$ cat src/rtl/huffman_table_loader_if.sv
`default_nettype none
// ============================================================================
// Module      : huffman_table_loader_if
// Description : UART-side, table-write and control signals of the loader.
// Revision    : 1.0  initial release
// ============================================================================
interface huffman_table_loader_if #(
    parameter int MAX_LEN = 12,
    parameter int DEPTH   = 256,
    parameter int LEN_W   = 4
);
    logic [7:0]                 rx_data;
    logic                       data_ready;
    logic                       overrun_error;
    logic                       framing_error;
    logic                       data_read;
    logic                       wr_en;
    logic [$clog2(DEPTH)-1:0]   wr_addr;
    logic [7:0]                 wr_sym;
    logic [LEN_W-1:0]           wr_len;
    logic [MAX_LEN-1:0]         wr_path;
    logic                       wr_ack;
    logic                       decode_done;
    logic                       err_clr;
    logic                       lookup_done;
    logic [$clog2(DEPTH+1)-1:0] entry_count;
    logic                       load_error;
    logic [1:0]                 error_code;

    modport master (
        input  rx_data, data_ready, overrun_error, framing_error,
        input  wr_ack, decode_done, err_clr,
        output data_read, wr_en, wr_addr, wr_sym, wr_len, wr_path,
        output lookup_done, entry_count, load_error, error_code
    );

    modport slave (
        output rx_data, data_ready, overrun_error, framing_error,
        output wr_ack, decode_done, err_clr,
        input  data_read, wr_en, wr_addr, wr_sym, wr_len, wr_path,
        input  lookup_done, entry_count, load_error, error_code
    );
endinterface
`default_nettype wire

$ cat src/rtl/huffman_table_loader.sv
`default_nettype none
// ============================================================================
// Module      : huffman_table_loader
// Description : Parses {symbol, length, path bytes} records from a UART byte
//               stream and writes them into the code-table register block.
// Revision    : 1.0  initial release
// ============================================================================
module huffman_table_loader #(
    parameter int MAX_LEN = 12,
    parameter int DEPTH   = 256,
    parameter int LEN_W   = 4
) (
    input  wire logic             clk,
    input  wire logic             n_rst,
    huffman_table_loader_if.master bus
);
    localparam int PATH_BYTES = (MAX_LEN + 7) / 8;
    localparam int IDX_W      = (PATH_BYTES > 1) ? $clog2(PATH_BYTES) : 1;
    localparam int ADDR_W     = $clog2(DEPTH);
    localparam int CNT_W      = $clog2(DEPTH + 1);

    localparam logic [7:0]       MAX_LEN_B = 8'(MAX_LEN);
    localparam logic [IDX_W-1:0] LAST_IDX  = IDX_W'(PATH_BYTES - 1);
    localparam logic [CNT_W-1:0] FULL_CNT  = CNT_W'(DEPTH);

    localparam logic [1:0] ERR_NONE = 2'd0;
    localparam logic [1:0] ERR_LINE = 2'd1;
    localparam logic [1:0] ERR_LEN  = 2'd2;
    localparam logic [1:0] ERR_FULL = 2'd3;

    typedef enum logic [2:0] {
        S_GET_SYM  = 3'd0,
        S_GET_LEN  = 3'd1,
        S_GET_PATH = 3'd2,
        S_WRITE    = 3'd3,
        S_DONE     = 3'd4,
        S_ERROR    = 3'd5
    } state_t;

    state_t             state_q, state_d;
    logic [7:0]         sym_q, sym_d;
    logic [LEN_W-1:0]   len_q, len_d;
    logic [MAX_LEN-1:0] path_q, path_d;
    logic [IDX_W-1:0]   idx_q, idx_d;
    logic [CNT_W-1:0]   count_q, count_d;
    logic [1:0]         err_q, err_d;
    logic               wr_en_q;
    logic               done_q;
    logic               lerr_q;

    logic w_parsing;
    logic w_consume;
    logic w_line_err;

    assign w_parsing  = (state_q == S_GET_SYM) || (state_q == S_GET_LEN) ||
                        (state_q == S_GET_PATH);
    assign w_consume  = w_parsing && bus.data_ready;
    assign w_line_err = bus.overrun_error || bus.framing_error;

    always_comb begin
        state_d = state_q;
        sym_d   = sym_q;
        len_d   = len_q;
        path_d  = path_q;
        idx_d   = idx_q;
        count_d = count_q;
        err_d   = err_q;
        case (state_q)
            S_GET_SYM: begin
                if (w_consume) begin
                    if (w_line_err) begin
                        state_d = S_ERROR;
                        err_d   = ERR_LINE;
                    end else begin
                        sym_d   = bus.rx_data;
                        state_d = S_GET_LEN;
                    end
                end
            end
            S_GET_LEN: begin
                if (w_consume) begin
                    if (w_line_err) begin
                        state_d = S_ERROR;
                        err_d   = ERR_LINE;
                    end else if (bus.rx_data == 8'd0) begin
                        state_d = S_DONE;
                    end else if (bus.rx_data > MAX_LEN_B) begin
                        state_d = S_ERROR;
                        err_d   = ERR_LEN;
                    end else if (count_q == FULL_CNT) begin
                        state_d = S_ERROR;
                        err_d   = ERR_FULL;
                    end else begin
                        len_d   = bus.rx_data[LEN_W-1:0];
                        path_d  = '0;
                        idx_d   = '0;
                        state_d = S_GET_PATH;
                    end
                end
            end
            S_GET_PATH: begin
                if (w_consume) begin
                    if (w_line_err) begin
                        state_d = S_ERROR;
                        err_d   = ERR_LINE;
                    end else begin
                        // Shifting in MAX_LEN width drops path bits beyond the code length limit.
                        path_d = path_q | (MAX_LEN'(bus.rx_data) << {idx_q, 3'b000});
                        if (idx_q == LAST_IDX) begin
                            state_d = S_WRITE;
                        end else begin
                            idx_d = idx_q + IDX_W'(1);
                        end
                    end
                end
            end
            S_WRITE: begin
                if (bus.wr_ack) begin
                    count_d = count_q + CNT_W'(1);
                    state_d = S_GET_SYM;
                end
            end
            S_DONE: begin
                if (bus.decode_done) begin
                    count_d = '0;
                    state_d = S_GET_SYM;
                end
            end
            S_ERROR: begin
                if (bus.err_clr) begin
                    count_d = '0;
                    err_d   = ERR_NONE;
                    state_d = S_GET_SYM;
                end
            end
            default: state_d = S_GET_SYM;
        endcase
    end

    // Status flags are registered from the next state so they align with it.
    always_ff @(posedge clk) begin
        if (!n_rst) begin
            state_q <= S_GET_SYM;
            sym_q   <= '0;
            len_q   <= '0;
            path_q  <= '0;
            idx_q   <= '0;
            count_q <= '0;
            err_q   <= ERR_NONE;
            wr_en_q <= 1'b0;
            done_q  <= 1'b0;
            lerr_q  <= 1'b0;
        end else begin
            state_q <= state_d;
            sym_q   <= sym_d;
            len_q   <= len_d;
            path_q  <= path_d;
            idx_q   <= idx_d;
            count_q <= count_d;
            err_q   <= err_d;
            wr_en_q <= (state_d == S_WRITE);
            done_q  <= (state_d == S_DONE);
            lerr_q  <= (state_d == S_ERROR);
        end
    end

    assign bus.data_read   = w_consume;
    assign bus.wr_en       = wr_en_q;
    assign bus.wr_addr     = count_q[ADDR_W-1:0];
    assign bus.wr_sym      = sym_q;
    assign bus.wr_len      = len_q;
    assign bus.wr_path     = path_q;
    assign bus.lookup_done = done_q;
    assign bus.entry_count = count_q;
    assign bus.load_error  = lerr_q;
    assign bus.error_code  = err_q;

endmodule
`default_nettype wire

$ cat src/flat_wrapper.sv
// flat-port wrapper written by rule: the top's interface ports become plain ports
module huffman_table_loader_flat 
#(
    parameter int MAX_LEN = 12,
    parameter int DEPTH   = 256,
    parameter int LEN_W   = 4
)
  (clk, n_rst, bus_rx_data, bus_data_ready, bus_overrun_error, bus_framing_error, bus_wr_ack, bus_decode_done, bus_err_clr, bus_data_read, bus_wr_en, bus_wr_addr, bus_wr_sym, bus_wr_len, bus_wr_path, bus_lookup_done, bus_entry_count, bus_load_error, bus_error_code);
  huffman_table_loader_if #(.MAX_LEN(MAX_LEN), .DEPTH(DEPTH), .LEN_W(LEN_W)) bus_i ();
  input  wire logic clk;
  input  wire logic n_rst;
  input wire logic [$bits(bus_i.rx_data)-1:0] bus_rx_data;
  input wire logic [$bits(bus_i.data_ready)-1:0] bus_data_ready;
  input wire logic [$bits(bus_i.overrun_error)-1:0] bus_overrun_error;
  input wire logic [$bits(bus_i.framing_error)-1:0] bus_framing_error;
  input wire logic [$bits(bus_i.wr_ack)-1:0] bus_wr_ack;
  input wire logic [$bits(bus_i.decode_done)-1:0] bus_decode_done;
  input wire logic [$bits(bus_i.err_clr)-1:0] bus_err_clr;
  output wire logic [$bits(bus_i.data_read)-1:0] bus_data_read;
  output wire logic [$bits(bus_i.wr_en)-1:0] bus_wr_en;
  output wire logic [$bits(bus_i.wr_addr)-1:0] bus_wr_addr;
  output wire logic [$bits(bus_i.wr_sym)-1:0] bus_wr_sym;
  output wire logic [$bits(bus_i.wr_len)-1:0] bus_wr_len;
  output wire logic [$bits(bus_i.wr_path)-1:0] bus_wr_path;
  output wire logic [$bits(bus_i.lookup_done)-1:0] bus_lookup_done;
  output wire logic [$bits(bus_i.entry_count)-1:0] bus_entry_count;
  output wire logic [$bits(bus_i.load_error)-1:0] bus_load_error;
  output wire logic [$bits(bus_i.error_code)-1:0] bus_error_code;
  assign bus_i.rx_data = bus_rx_data;
  assign bus_i.data_ready = bus_data_ready;
  assign bus_i.overrun_error = bus_overrun_error;
  assign bus_i.framing_error = bus_framing_error;
  assign bus_i.wr_ack = bus_wr_ack;
  assign bus_i.decode_done = bus_decode_done;
  assign bus_i.err_clr = bus_err_clr;
  assign bus_data_read = bus_i.data_read;
  assign bus_wr_en = bus_i.wr_en;
  assign bus_wr_addr = bus_i.wr_addr;
  assign bus_wr_sym = bus_i.wr_sym;
  assign bus_wr_len = bus_i.wr_len;
  assign bus_wr_path = bus_i.wr_path;
  assign bus_lookup_done = bus_i.lookup_done;
  assign bus_entry_count = bus_i.entry_count;
  assign bus_load_error = bus_i.load_error;
  assign bus_error_code = bus_i.error_code;
  huffman_table_loader #(.MAX_LEN(MAX_LEN), .DEPTH(DEPTH), .LEN_W(LEN_W)) u_core (.clk(clk), .n_rst(n_rst), .bus(bus_i));
endmodule
$ cat config.mk
export PLATFORM = sky130hd
export DESIGN_NAME = huffman_table_loader_flat
export DESIGN_NICKNAME = d
export VERILOG_FILES = /design/src/rtl/huffman_table_loader_if.sv /design/src/rtl/huffman_table_loader.sv /design/src/flat_wrapper.sv
export SDC_FILE = /design/constraint.sdc
export NUM_CORES = 1
export LEC_CHECK = 0
export CORE_ASPECT_RATIO = 0.5
export CORE_UTILIZATION = 42
export DETAILED_ROUTE_END_ITERATION = 10
export PLACE_DENSITY = 0.8
export SYNTH_ARGS = -nofsm -noshare
export SYNTH_HDL_FRONTEND = slang
export SYNTH_SLANG_ARGS = --single-unit
$ cat constraint.sdc
create_clock -name clk -period 1.7 [get_ports clk]
set_input_delay 0.17 -clock clk [delete_from_list [all_inputs] [get_ports clk]]
set_output_delay 0.17 -clock clk [all_outputs]
set_load 0.01 [all_outputs]
* Yosys cells after proc, flatten, opt, wreduce, memory -nomap -nowiden
Index checks and enable logic that the tools add are counted.
Word-level totals: input bits 16, register bits 42, logic and storage cells 101, output and inout port bits 47
Operators by class: $add $sub $neg 2, shifts and indexed selects 1, mux-type cells 44, $lt $le $gt $ge 1, bitwise operators 5, equal/unequal tests 23, reductions and logical operators 15
Operators by type and width (number):
- 2-to-1 mux 12 bit | 7
- 2-to-1 mux 3 bit | 13
- 2-to-1 mux 9 bit | 3
- case mux 9 bit (3 select lines) | 1
- case mux 12 bit (2 select lines) | 1
- inequality test 2 bit, second input constant | 10
- case mux 3 bit (6 select lines) | 1
- 2-to-1 mux 2 bit | 8
- equality test 3 bit, second input constant | 4
- OR 12 bit | 1
- left shift 8 x 4 -> 12 bit | 1
- adder 9 x 1 -> 9 bit, second input constant | 1
- equality test 3 x 2 -> 1 bit, second input constant | 3
- equality test 9 bit, second input constant | 1
- greater-than comparator 8 x 4 -> 1 bit, second input constant | 1
- zero test 8 bit | 1
- 2-to-1 mux 1 bit | 8
- AND reduction 8 bit | 1
- AND reduction 7 bit | 1
- case mux 2 bit (3 select lines) | 1
- AND reduction 6 bit | 1
- nonzero test 3 bit | 2
- inequality test 2 x 1 -> 1 bit, second input constant | 2
- inequality test 4 x 3 -> 1 bit, second input constant | 1
- 12 further kinds | 17

* Logic depth before layout (Yosys ltp)
Gate-level depths: netlist of the first run.
depth in word-level cells 8, mapped depth 7, gate-level depth less buffers 6

* Worst setup path after synthesis of the first run
Ideal clock, no wire load.
path kind flip-flop to flip-flop, from register u_core.state_q[2], to register u_core.path_q[5], in the netlist u_core.bus.wr_path[5], setup time 0.114 ns, data required time 1.586 ns, data arrival time 1.724 ns, clock period less this slack 1.838 ns, path slack -0.138 ns, path buffers 3, cell stages (with the launch flop) 8, path through dfxtp_1 -> buf_6 -> or4b_1 -> buf_2 -> a211o_1 -> o21ai_4 -> buf_6 -> nor2_1
On the way: cells in the longest elaborated chain, start to end 6, elaborated cells between the ends (all ways) 16, those cells by class eq/ne: 9; mux: 1; reduce/logical: 6
Ends and longest elaborated chain:
- from (decl) | line huffman_table_loader.sv:40 | state_t state_q, state_d;
- from (signal assigned) | line huffman_table_loader.sv:154 | state_q <= state_d;
- equality test 3 x 1 -> 1 bit or zero test 3 bit (tied branches) | line huffman_table_loader.sv:55, huffman_table_loader.sv:68
- logical OR 1 bit (2 in series) | line huffman_table_loader.sv:55 | assign w_parsing = (state_q == S_GET_SYM) || (state_q == S_GET_LEN) ||
- logical AND 1 bit | line huffman_table_loader.sv:57 | assign w_consume = w_parsing && bus.data_ready;
- inequality test 2 bit (no line)
- AND reduction 8 bit (no line)
- to (signal assigned) | line huffman_table_loader.sv:157 | path_q <= path_d;
- to (decl) | line huffman_table_loader.sv:43 | logic [MAX_LEN-1:0] path_q, path_d;
Several ways; a longest one is shown, not always the timed one. A chain may end at the register's enable or synchronous reset.

* Worst setup path after layout of the first run
from input bus_rx_data[1], to register u_core.len_q[1], in the netlist u_core.bus.wr_len[1]
On the way: cells in the longest elaborated chain, start to end 3, elaborated cells between the ends (all ways) 5, those cells by class order compare: 1; bitwise: 2; reduce/logical: 2
Ends and longest elaborated chain:
- from (decl) | line flat_wrapper.sv:12 | input wire logic [$bits(bus_i.rx_data)-1:0] bus_rx_data;
- greater-than comparator 8 x 4 -> 1 bit or zero test 8 bit (tied branches) | line huffman_table_loader.sv:87, huffman_table_loader.sv:85
- NOT 1 bit (no line)
- AND reduction 6 bit (no line)
- to (signal assigned) | line huffman_table_loader.sv:156 | len_q <= len_d;
- to (decl) | line huffman_table_loader.sv:42 | logic [LEN_W-1:0] len_q, len_d;
Several ways; a longest one is shown, not always the timed one.

==> key figures, run 1 <==
Cells and area
  • Filler cell count: roughly 260
  • Final nets: 366
  • Area grow syn2layout: 70.3%
  • ANT cells: 0
  • Post-layout util: 77.8%
  • Share of cells above drive strength 1: 35.5%
  • Most frequent cells in the layout: 57 x clkdlybuf4s50_1, 52 x buf_4, 37 x dfxtp_1, 22 x a21oi_1
  • Commonest non-fill, non-tap cell in the layout: clkdlybuf4s50_1

Placement
  • Final GP Congestion: 0.865
  • Post-Place Worst Slack: -0.546 ns
  • # port buffers: slightly above 60
  • DP HPWL: 4470 um

Die
  • Initial Util: 45.7%
  • # IOs: 63
  • Die Y: 52.0 um
  • Core area: roughly 4600 sq um
  • Site Rows: 17
  • Die width: 102 um
  • Die area: between 5000 and 6000 sq um

Clock tree
  • CTS sink count: 42
  • Root Buffer: clkbuf_8
  • TritonCTS clock tree: yes
  • Clock Latency Late Sink: 0.31 ns
  • TritonCTS buffer count: 5
  • CTS H-Tree Depth: 2
  • Reg clk slew, reported paths: 0.09 ns
  • CTS max path bufs: 2
  • Post-CTS Hold Buffers: 0

Yosys
  • YS warnings: 0
  • Register area share after synthesis: 40.0%
  • Post-Syn Instances: approximately 240
  • Syn_area_per_cell: 8.82 sq um
  • Post-Syn Area: 2100 sq um
  • Async S/R FF share, synth: 0%
  • Synth unique cells: 47
  • EDFF count, synth: 0
  • Flops & latches, synth: 42
  • Most used DFF post-synth: dfxtp_1
  • Syn_nets: 256

Worst setup path
  • Max incr delay on CP: 0.61 ns
  • R2R Path End: u_core.bus.wr_en
  • Worst path cell trace: clkdlybuf4s50_1 -> or4_4 -> or3b_4 -> buf_4 -> o21ai_2 -> a21oi_1
  • Reg2reg path depth: 8
  • Startpoint Class: primary input
  • FF-to-FF setup slack: -0.04 ns
  • CP max FO: 4
  • Reg2reg start: u_core.bus.entry_count[0]
  • Worst Path Arrival: 2.00 ns
  • CP endpoint kind: register
  • Setup CP Type: in -> reg
  • CP max stage cell: or4_4
  • Worst EP required: 1.93 ns

Power
  • Leak: 0.00135 uW
  • Overall power: between 2000 and 2500 uW
  • Worst VDD drop: approximately 0.35 mV
  • Pwr Density: about 600 nW/um^2

Timing
  • Final slew viol count: 0
  • Final clock period utilization by the worst path: 104%
  • Hold Vio Cnt, Final: 0
  • Slew @ Worst Pin: 0.498 ns
  • Final setup margin: -0.0705 ns
  • RSZ-0062 raised after global routing: yes
  • Tmin final: 1.77 ns
  • Normalized max-slew margin: between 60% and 70%
  • Fin Setup TNS: -0.831 ns
  • Hold_ws: 0.256 ns
  • Fmax: 565 MHz
  • Final setup fails: 23
  • Worst Clk Skew: 0.0117 ns

Hold path
  • Hold Path End: u_core.bus.wr_sym[4]
  • Worst hold path class: in -> reg
  • Hold path start: bus_rx_data[4]
  • Hold Crit Depth: 4

Global route
  • Total GRT Usage: 24.7%
  • Initial antenna violation count: 0
  • First-pass GRT wire length: 9860 um
  • Largest net degree at the start of global routing: 15
  • Vias in the first global route: 2132
  • Congestion Overflow GR: 0

Run status
  • Status: finished with violations
  • Violated checks: setup timing

Routing
  • DRC Markers: 0
  • Vias: 2339
  • Initial DRT Pass Iterations: 4
  • First DRT Iteration DRCs: 160
  • Antenna viol nets, final: 0
  • Total wire length: 7440 um
  • DR vias/cell: 5.64
  • Wire per inst: 17.9 um

Flow run
  • Maxcap violations: 0
[critical path, delay by kind of cell]
family / cells / cell delay (ns)
buf+inv: 2 / 0.69
simple gates: 2 / 0.95
compound gates: 2 / 0.20
[report_power, final]
part           leakage (uW)  internal, uW  total, uW  switching [uW]
sequential         0.000342          1010       1020            17.7
combinational      0.000968           222        438             215
clock             0.0000441           288        659             370
[synth_stat cells (all sizes together) (2+ instances only)]
cell	number	area share, %
nor4bb	4	1.9
inv	5	0.89
or3	2	0.60
or4	2	0.89
o211ai	2	0.71
or3b	2	0.83
o211a	2	0.95
clkbuf	3	0.54
and3b	2	0.83
a211oi	6	2.1
nor4	2	0.60
a2111oi	3	1.3
nor2	30	6.0
nor3	6	1.7
nand2b	9	2.7
nand2	17	3.0
a21oi	22	5.2
nand3	9	2.1
dfxtp	42	40
ha	2	1.2
buf	17	5.8
mux2i	17	8.1
o21a	2	0.71
o21ai	15	4.1
a2111o	2	1.1
[cells by family after synthesis]
logic type,share of synthesized area [%]
compound gates,19.8
fa+ha+maj,1.19
buf+inv,7.27
flops,40.0
mux,8.10
simple gates,23.6
[final cells by class]
type | instances | area, sq um | share of cell area [%]
Clock buffer | 5 | 68.8 | 1.93
Clock inverter | 3 | 21.3 | 0.595
Inverter | 5 | 18.8 | 0.525
Multi-Input combinational cell | 171 | 1380 | 38.6
Sequential cell | 42 | 847 | 23.7
Tap cell | 66 | 82.6 | 2.31
Timing Repair Buffer | 123 | 1150 | 32.3
[layer usage]
| metal | vias up | global-route usage, % | part of all wire [%] |
|---|---|---|---|
| met5 | - | 0 | 0 |
| met4 | 0 | 11.0 | 3.5 |
| met3 | 27 | 4.70 | 5.4 |
| met2 | 90 | 44.1 | 50 |
| met1 | 1149 | 29.4 | 41 |
| li1 | 1073 | - | - |
[sequential cells by signal, summed over array words and instances, names as in the netlist]
register and cells:
u_core.bus.entry_count 9, u_core.bus.error_code 2, u_core.bus.load_error 1, u_core.bus.lookup_done 1, u_core.bus.wr_en 1, u_core.bus.wr_len 4, u_core.bus.wr_path 12, u_core.bus.wr_sym 8
u_core.idx_q 1, u_core.state_q 3
[worst max-delay path by stage]
stage / from / endpoint / slack [ns] / cells after the start
3_5_place_dp: bus_rx_data[5] / u_core.bus.wr_len[3] / -0.55 / 6
4_1_cts: u_core.bus.entry_count[0] / u_core.bus.error_code[0] / -0.04 / 7
3_3_place_gp: bus_rx_data[4] / u_core.bus.wr_len[3] / -0.51 / 6
5_1_grt: u_core.bus.entry_count[0] / u_core.bus.wr_en / -0.12 / 8
2_1_floorplan: u_core.state_q[2] / u_core.bus.wr_path[5] / -0.14 / 7
6_report: bus_rx_data[1] / u_core.bus.wr_len[1] / -0.07 / 6
[metrics by stage]
stage | instances | cell area, sq um
floorplan | 238 | 2110
global placement | 403 | 3150
detailed placement | 403 | 3150
CTS | 414 | 3360
global route | 415 | 3570
finish | 415 | 3570
[timing repair]
| item | in CTS | in global routing |
|---|---|---|
| setup buffers | 3 | 1 |
| cloned | 1 | 0 |
| resized for setup | 32 | 46 |
| pin swaps | 6 | 17 |
| endpoints found under the setup margin | 27 | 29 |
No activity file was read; power rests on OpenSTA's default activity.
==> inputs of run 2 (changes only) <==
- SKIP_CTS_REPAIR_TIMING: unset -> 1
==> key figures, run 2 (synthesis gave the netlist of run 1 again) <==
Worst setup path
  • Delay-heaviest family, CP: simple AND/OR/NAND/NOR gates (unchanged)
  • CP max FO: 5 (was 4)
  • Startpoint Class: register (was primary input)
  • Worst Path Arrival: 1.96 ns (was 2.00 ns)
  • Setup CP Type: reg -> reg (was in -> reg)
  • CP max stage cell: or4b_4 (was or4_4)
  • Worst path cell trace: or4b_4 -> buf_6 -> a211oi_2 -> buf_4 -> nand3_1 -> a21oi_1 (was clkdlybuf4s50_1 -> or4_4 -> or3b_4 -> buf_4 -> o21ai_2 -> a21oi_1)
  • Crit path buf inv count: 2 (unchanged)
  • Max incr delay on CP: 0.57 ns (was 0.61 ns)
  • Worst EP required: 1.93 ns (about the same)
  • CP endpoint kind: register (unchanged)

Routing
  • DRC Markers: 0 (unchanged)
  • DR vias/cell: 5.47 (was 5.64)
  • Wire per inst: 16.0 um (was 17.9 um)
  • Vias: 2258 (was 2339)
  • Antenna viol nets, final: 0 (unchanged)
  • Initial DRT Pass Iterations: 5 (was 4)
  • Total wire length: 6600 um (was 7440 um)
  • First DRT Iteration DRCs: 139 (was 160)

Die
  • # IOs: 63 (unchanged)
  • Site Rows: 17 (unchanged)
  • Die area: 5300 sq um (unchanged)
  • Die Y: 52.0 um (unchanged)
  • Core area: 4590 sq um (unchanged)
  • Die width: 102 um (unchanged)
  • Initial Util: 45.7% (unchanged)

Global route
  • Largest net degree at the start of global routing: 15 (unchanged)
  • Total GRT Usage: 23.4% (was 24.7%)
  • Initial antenna violation count: 0 (unchanged)
  • Vias in the first global route: 2038 (was 2132)
  • Congestion Overflow GR: 0 (unchanged)
  • First-pass GRT wire length: 9300 um (was 9860 um)

Timing
  • Normalized max-slew margin: 66.6% (was 66.8%)
  • RSZ-0062 raised after global routing: yes (unchanged)
  • Final setup margin: -0.0311 ns (was -0.0705 ns)
  • Final slew viol count: 0 (unchanged)
  • Fmax: 578 MHz (was 565 MHz)
  • Hold Vio Cnt, Final: 0 (unchanged)
  • Worst Clk Skew: 0.00976 ns (was 0.0117 ns)
  • Final setup fails: 5 (was 23)
  • Slew @ Worst Pin: 0.500 ns (was 0.498 ns)
  • Fin Setup TNS: -0.0949 ns (was -0.831 ns)
  • Final clock period utilization by the worst path: 102% (was 104%)
  • Tmin final: 1.73 ns (was 1.77 ns)

Cells and area
  • Final nets: 364 (was 366)
  • Share of cells above drive strength 1: 32.6% (was 35.5%)
  • Largest register FFs: 12 (unchanged)
  • Filler cell count: 275 (was 261)
  • Commonest non-fill, non-tap cell in the layout: clkdlybuf4s50_1 (unchanged)
  • Area grow syn2layout: 67.0% (was 70.3%)
  • Most frequent cells in the layout: 57 x clkdlybuf4s50_1, 52 x buf_4, 37 x dfxtp_1, 25 x nor2_1, 20 x a21oi_1 (was 57 x clkdlybuf4s50_1, 52 x buf_4, 37 x dfxtp_1, 22 x a21oi_1)
  • ANT cells: 0 (unchanged)

Clock tree
  • CTS max path bufs: 2 (unchanged)
  • CTS sink count: 42 (unchanged)
  • CTS H-Tree Depth: 2 (unchanged)
  • Reg clk slew, reported paths: 0.08 ns (was 0.09 ns)
  • Root Buffer: clkbuf_8 (unchanged)
  • Clock Latency Late Sink: 0.30 ns (was 0.31 ns)
  • TritonCTS buffer count: 5 (unchanged)
  • TritonCTS clock tree: yes (unchanged)

Placement
  • # port buffers: 62 (unchanged)
  • Final GP Congestion: 0.865 (unchanged)
  • Post-Place Worst Slack: -0.546 ns (unchanged)
  • DP HPWL: 4470 um (unchanged)

Power
  • Leak: 0.00137 uW (was 0.00135 uW)
  • Pwr Density: 603 nW/um^2 (was 593 nW/um^2)
  • Worst VDD drop: 0.354 mV (was 0.347 mV)

Hold path
  • Worst hold path class: in -> reg (unchanged)

Run status
  • Status: finished with violations (unchanged)
  • Violated checks: setup timing (unchanged)

Flow run
  • Maxcap violations: 0 (unchanged)
## run 2: power breakdown
group / internal [uW] / total [uW] / switching, uW
clock network: 289 / 656 / 367
logic: 232 / 436 / 205
registers: 1000 / 1020 / 17.6
total: 1530 / 2110 / 589
## run 2: cell type report
type	instances	area, sq um	share of cell area, %
Sequential cell	42	850	24.2
Timing Repair Buffer	121	1130	32.3
Tap cell	66	82.6	2.36
Clock buffer	5	68.8	1.96
Multi-Input combinational cell	171	1330	38.0
Inverter	5	18.8	0.535
Clock inverter	3	21.3	0.607
## run 2: worst min-delay path, delay by kind of cell
kind / cells / cell delay [ns]
simple gates: 1 / 0.08
buf+inv: 2 / 0.22
mux: 1 / 0.05
## run 2: final timing paths
path                     startpoint                     end  slack (ns)  cells after the start
max               u_core.state_q[2]    u_core.bus.wr_len[1]       -0.03                      6
min                  bus_rx_data[6]    u_core.bus.wr_sym[6]        0.25                      4
min reg2reg  u_core.bus.wr_path[11]  u_core.bus.wr_path[11]        0.48                      2
max reg2reg       u_core.state_q[2]    u_core.bus.wr_len[1]       -0.03                      6
## run 2: metal layers
layer  vias to the layer above  wire length (um)  track usage (%)
met5                         -                 0                0
met4                         0               127             10.2
met3                        14               285             4.84
met2                        81              3310             40.7
met1                      1090              2880             28.2
li1                       1073                 -                -
## run 2: stage by stage
step / instances / cell area, sq um / hold slack (ns) / utilization, % / total power (uW)
after detailed placement: 403 / 3150 / 0.455 / 68.5 / 1410
after global placement: 403 / 3150 / 0.447 / 68.5 / 1400
after global routing: 413 / 3510 / 0.267 / 76.3 / 2200
after floorplan: 238 / 2110 / 0.311 / - / 1210
after CTS: 411 / 3240 / 0.467 / 70.5 / 2050
final: 413 / 3510 / 0.250 / 76.3 / 2110
==> inputs of run 3 (changes only) <==
- SKIP_LAST_GASP: unset -> 1
==> key figures, run 3 (synthesis gave the netlist of run 1 again) <==
Worst setup path
  • Startpoint Class: register (unchanged)
  • Worst Path Arrival: 1.99 ns (was 1.96 ns)
  • Setup CP Type: reg -> reg (unchanged)
  • Worst EP required: 1.92 ns (was 1.93 ns)
  • CP max FO: 10 (was 5)
  • CP endpoint kind: register (unchanged)

Timing
  • Hold Vio Cnt, Final: 0 (unchanged)
  • Final slew viol count: 0 (unchanged)
  • Final clock period utilization by the worst path: 104% (was 102%)
  • Normalized max-slew margin: 61.6% (was 66.6%)
  • RSZ-0062 raised after global routing: yes (unchanged)
  • Fmax: 565 MHz (was 578 MHz)
  • Final setup margin: -0.0697 ns (was -0.0311 ns)
  • Slew @ Worst Pin: 0.575 ns (was 0.500 ns)
  • Worst Clk Skew: 0.0114 ns (was 0.00976 ns)
  • Final setup fails: 8 (was 5)
  • Tmin final: 1.77 ns (was 1.73 ns)

Die
  • # IOs: 63 (unchanged)
  • Die width: 102 um (unchanged)
  • Initial Util: 45.7% (unchanged)
  • Die Y: 52.0 um (unchanged)
  • Site Rows: 17 (unchanged)
  • Core area: 4590 sq um (unchanged)
  • Die area: 5300 sq um (unchanged)

Clock tree
  • CTS max path bufs: 2 (unchanged)
  • TritonCTS clock tree: yes (unchanged)
  • TritonCTS buffer count: 5 (unchanged)
  • Root Buffer: clkbuf_8 (unchanged)
  • CTS H-Tree Depth: 2 (unchanged)
  • Reg clk slew, reported paths: 0.09 ns (was 0.08 ns)
  • CTS sink count: 42 (unchanged)
  • Clock Latency Late Sink: 0.31 ns (was 0.30 ns)

Routing
  • Antenna viol nets, final: 0 (unchanged)
  • Wire per inst: 15.9 um (was 16.0 um)
  • Vias: 2258 (unchanged)
  • DRC Markers: 0 (unchanged)
  • First DRT Iteration DRCs: 84 (was 139)
  • DR vias/cell: 5.47 (unchanged)
  • Total wire length: 6580 um (was 6600 um)
  • Initial DRT Pass Iterations: 4 (was 5)

Placement
  • DP HPWL: 4470 um (unchanged)
  • Placed Instances: 403 (unchanged)
  • Final GP Congestion: 0.865 (unchanged)
  • # port buffers: 62 (unchanged)

Hold path
  • Worst hold path class: in -> reg (unchanged)

Global route
  • Congestion Overflow GR: 0 (unchanged)
  • Total GRT Usage: 23.4% (unchanged)
  • Initial antenna violation count: 0 (unchanged)
  • First-pass GRT wire length: 9300 um (unchanged)
  • Largest net degree at the start of global routing: 15 (unchanged)
  • Vias in the first global route: 2038 (unchanged)

Cells and area
  • ANT cells: 0 (unchanged)
  • Final Non-Filler Cells: 413 (unchanged)
  • Area grow syn2layout: 65.6% (was 67.0%)
  • Commonest non-fill, non-tap cell in the layout: clkdlybuf4s50_1 (unchanged)
  • Largest register FFs: 12 (unchanged)
  • Final nets: 364 (unchanged)
  • Post-layout util: 75.7% (was 76.3%)
  • Share of cells above drive strength 1: 31.7% (was 32.6%)
  • Filler cell count: 283 (was 275)
  • Most frequent cells in the layout: 57 x clkdlybuf4s50_1, 52 x buf_4, 37 x dfxtp_1, 25 x nor2_1, 21 x a21oi_1 (was 57 x clkdlybuf4s50_1, 52 x buf_4, 37 x dfxtp_1, 25 x nor2_1, 20 x a21oi_1)

Power
  • Clock group share of total power: 30.9% (was 31.0%)
  • Leak: 0.00137 uW (about the same)
  • Sw power: 583 uW (was 589 uW)
  • Comb power frac: 20.5% (was 20.6%)
  • Seq pwr share: 48.5% (was 48.4%)
  • Sw Share: 27.7% (was 27.9%)
  • Overall power: 2110 uW (about the same)
  • Pwr Density: 606 nW/um^2 (was 603 nW/um^2)
  • P_int: 1520 uW (was 1530 uW)
  • Worst VDD drop: 0.350 mV (was 0.354 mV)

Flow run
  • Maxcap violations: 0 (unchanged)

Run status
  • Violated checks: setup timing (unchanged)
  • Status: finished with violations (unchanged)
-- run 3: cell count changes in the layout (fill, tap and decap cells not counted) --
cell and delta:
a2111oi_1 +1, nand3_2 -1, nand3_1 +1, buf_8 -1
buf_6 +1, a2111oi_4 -1, a21oi_2 -1, a21oi_1 +1
-- run 3: path summary, 6_finish.rpt --
check	end	slack (ns)	startpoint	cells past startpoint
min reg2reg	u_core.bus.wr_len[2]	0.48	u_core.bus.wr_len[2]	2
max	u_core.bus.entry_count[8]	-0.07	u_core.state_q[2]	5
min	u_core.bus.wr_sym[6]	0.25	bus_rx_data[6]	4
max reg2reg	u_core.bus.entry_count[8]	-0.07	u_core.state_q[2]	5
-- run 3: layout make-up --
type	instances	area [sq um]	share of cell area, %
inverters	5	18.8	0.540
multi-input cells	171	1310	37.6
clock buffers	5	68.8	1.98
flip-flops and latches	42	850	24.4
well taps	66	82.6	2.38
repair buffers	121	1130	32.5
clock inverters	3	21.3	0.612
-- run 3: worst max-delay path, cell delays in order, from the launching register on --
cell       delay, ns
dfxtp_2         0.34
buf_6           0.15
and3b_2         0.27
o21ai_4         0.07
a2111oi_1       0.54
mux2i_1         0.32
-- run 3: per-layer routing --
layer,part of all wire (%),routed length [um],track usage [%],up-vias
met2,50,3320,40.7,82
met3,4.8,318,4.84,15
met4,1.8,118,10.2,0
met1,43,2820,28.2,1085
met5,0,0,0,-
li1,-,-,-,1076
-- run 3: metrics by stage --
step	worst slack (ns)	area [sq um]	hold WS, ns	TNS (ns)
floorplan	-0.138	2110	0.311	-1.42
global placement	-0.507	3150	0.447	-12.79
detailed placement	-0.546	3150	0.455	-13.62
finish	-0.0697	3480	0.252	-0.146
global route	-0.153	3480	0.267	-0.581
CTS	-0.271	3240	0.467	-4.24
-- run 3: power groups by stage --
| stage | Combinational, uW | Clock, uW | Sequential (uW) |
|---|---|---|---|
| floorplan | 162 | 0 | 1040 |
| global placement | 356 | 0 | 1040 |
| detailed placement | 366 | 0 | 1040 |
| CTS | 369 | 667 | 1020 |
| global route | 461 | 707 | 1020 |
| finish | 432 | 651 | 1020 |
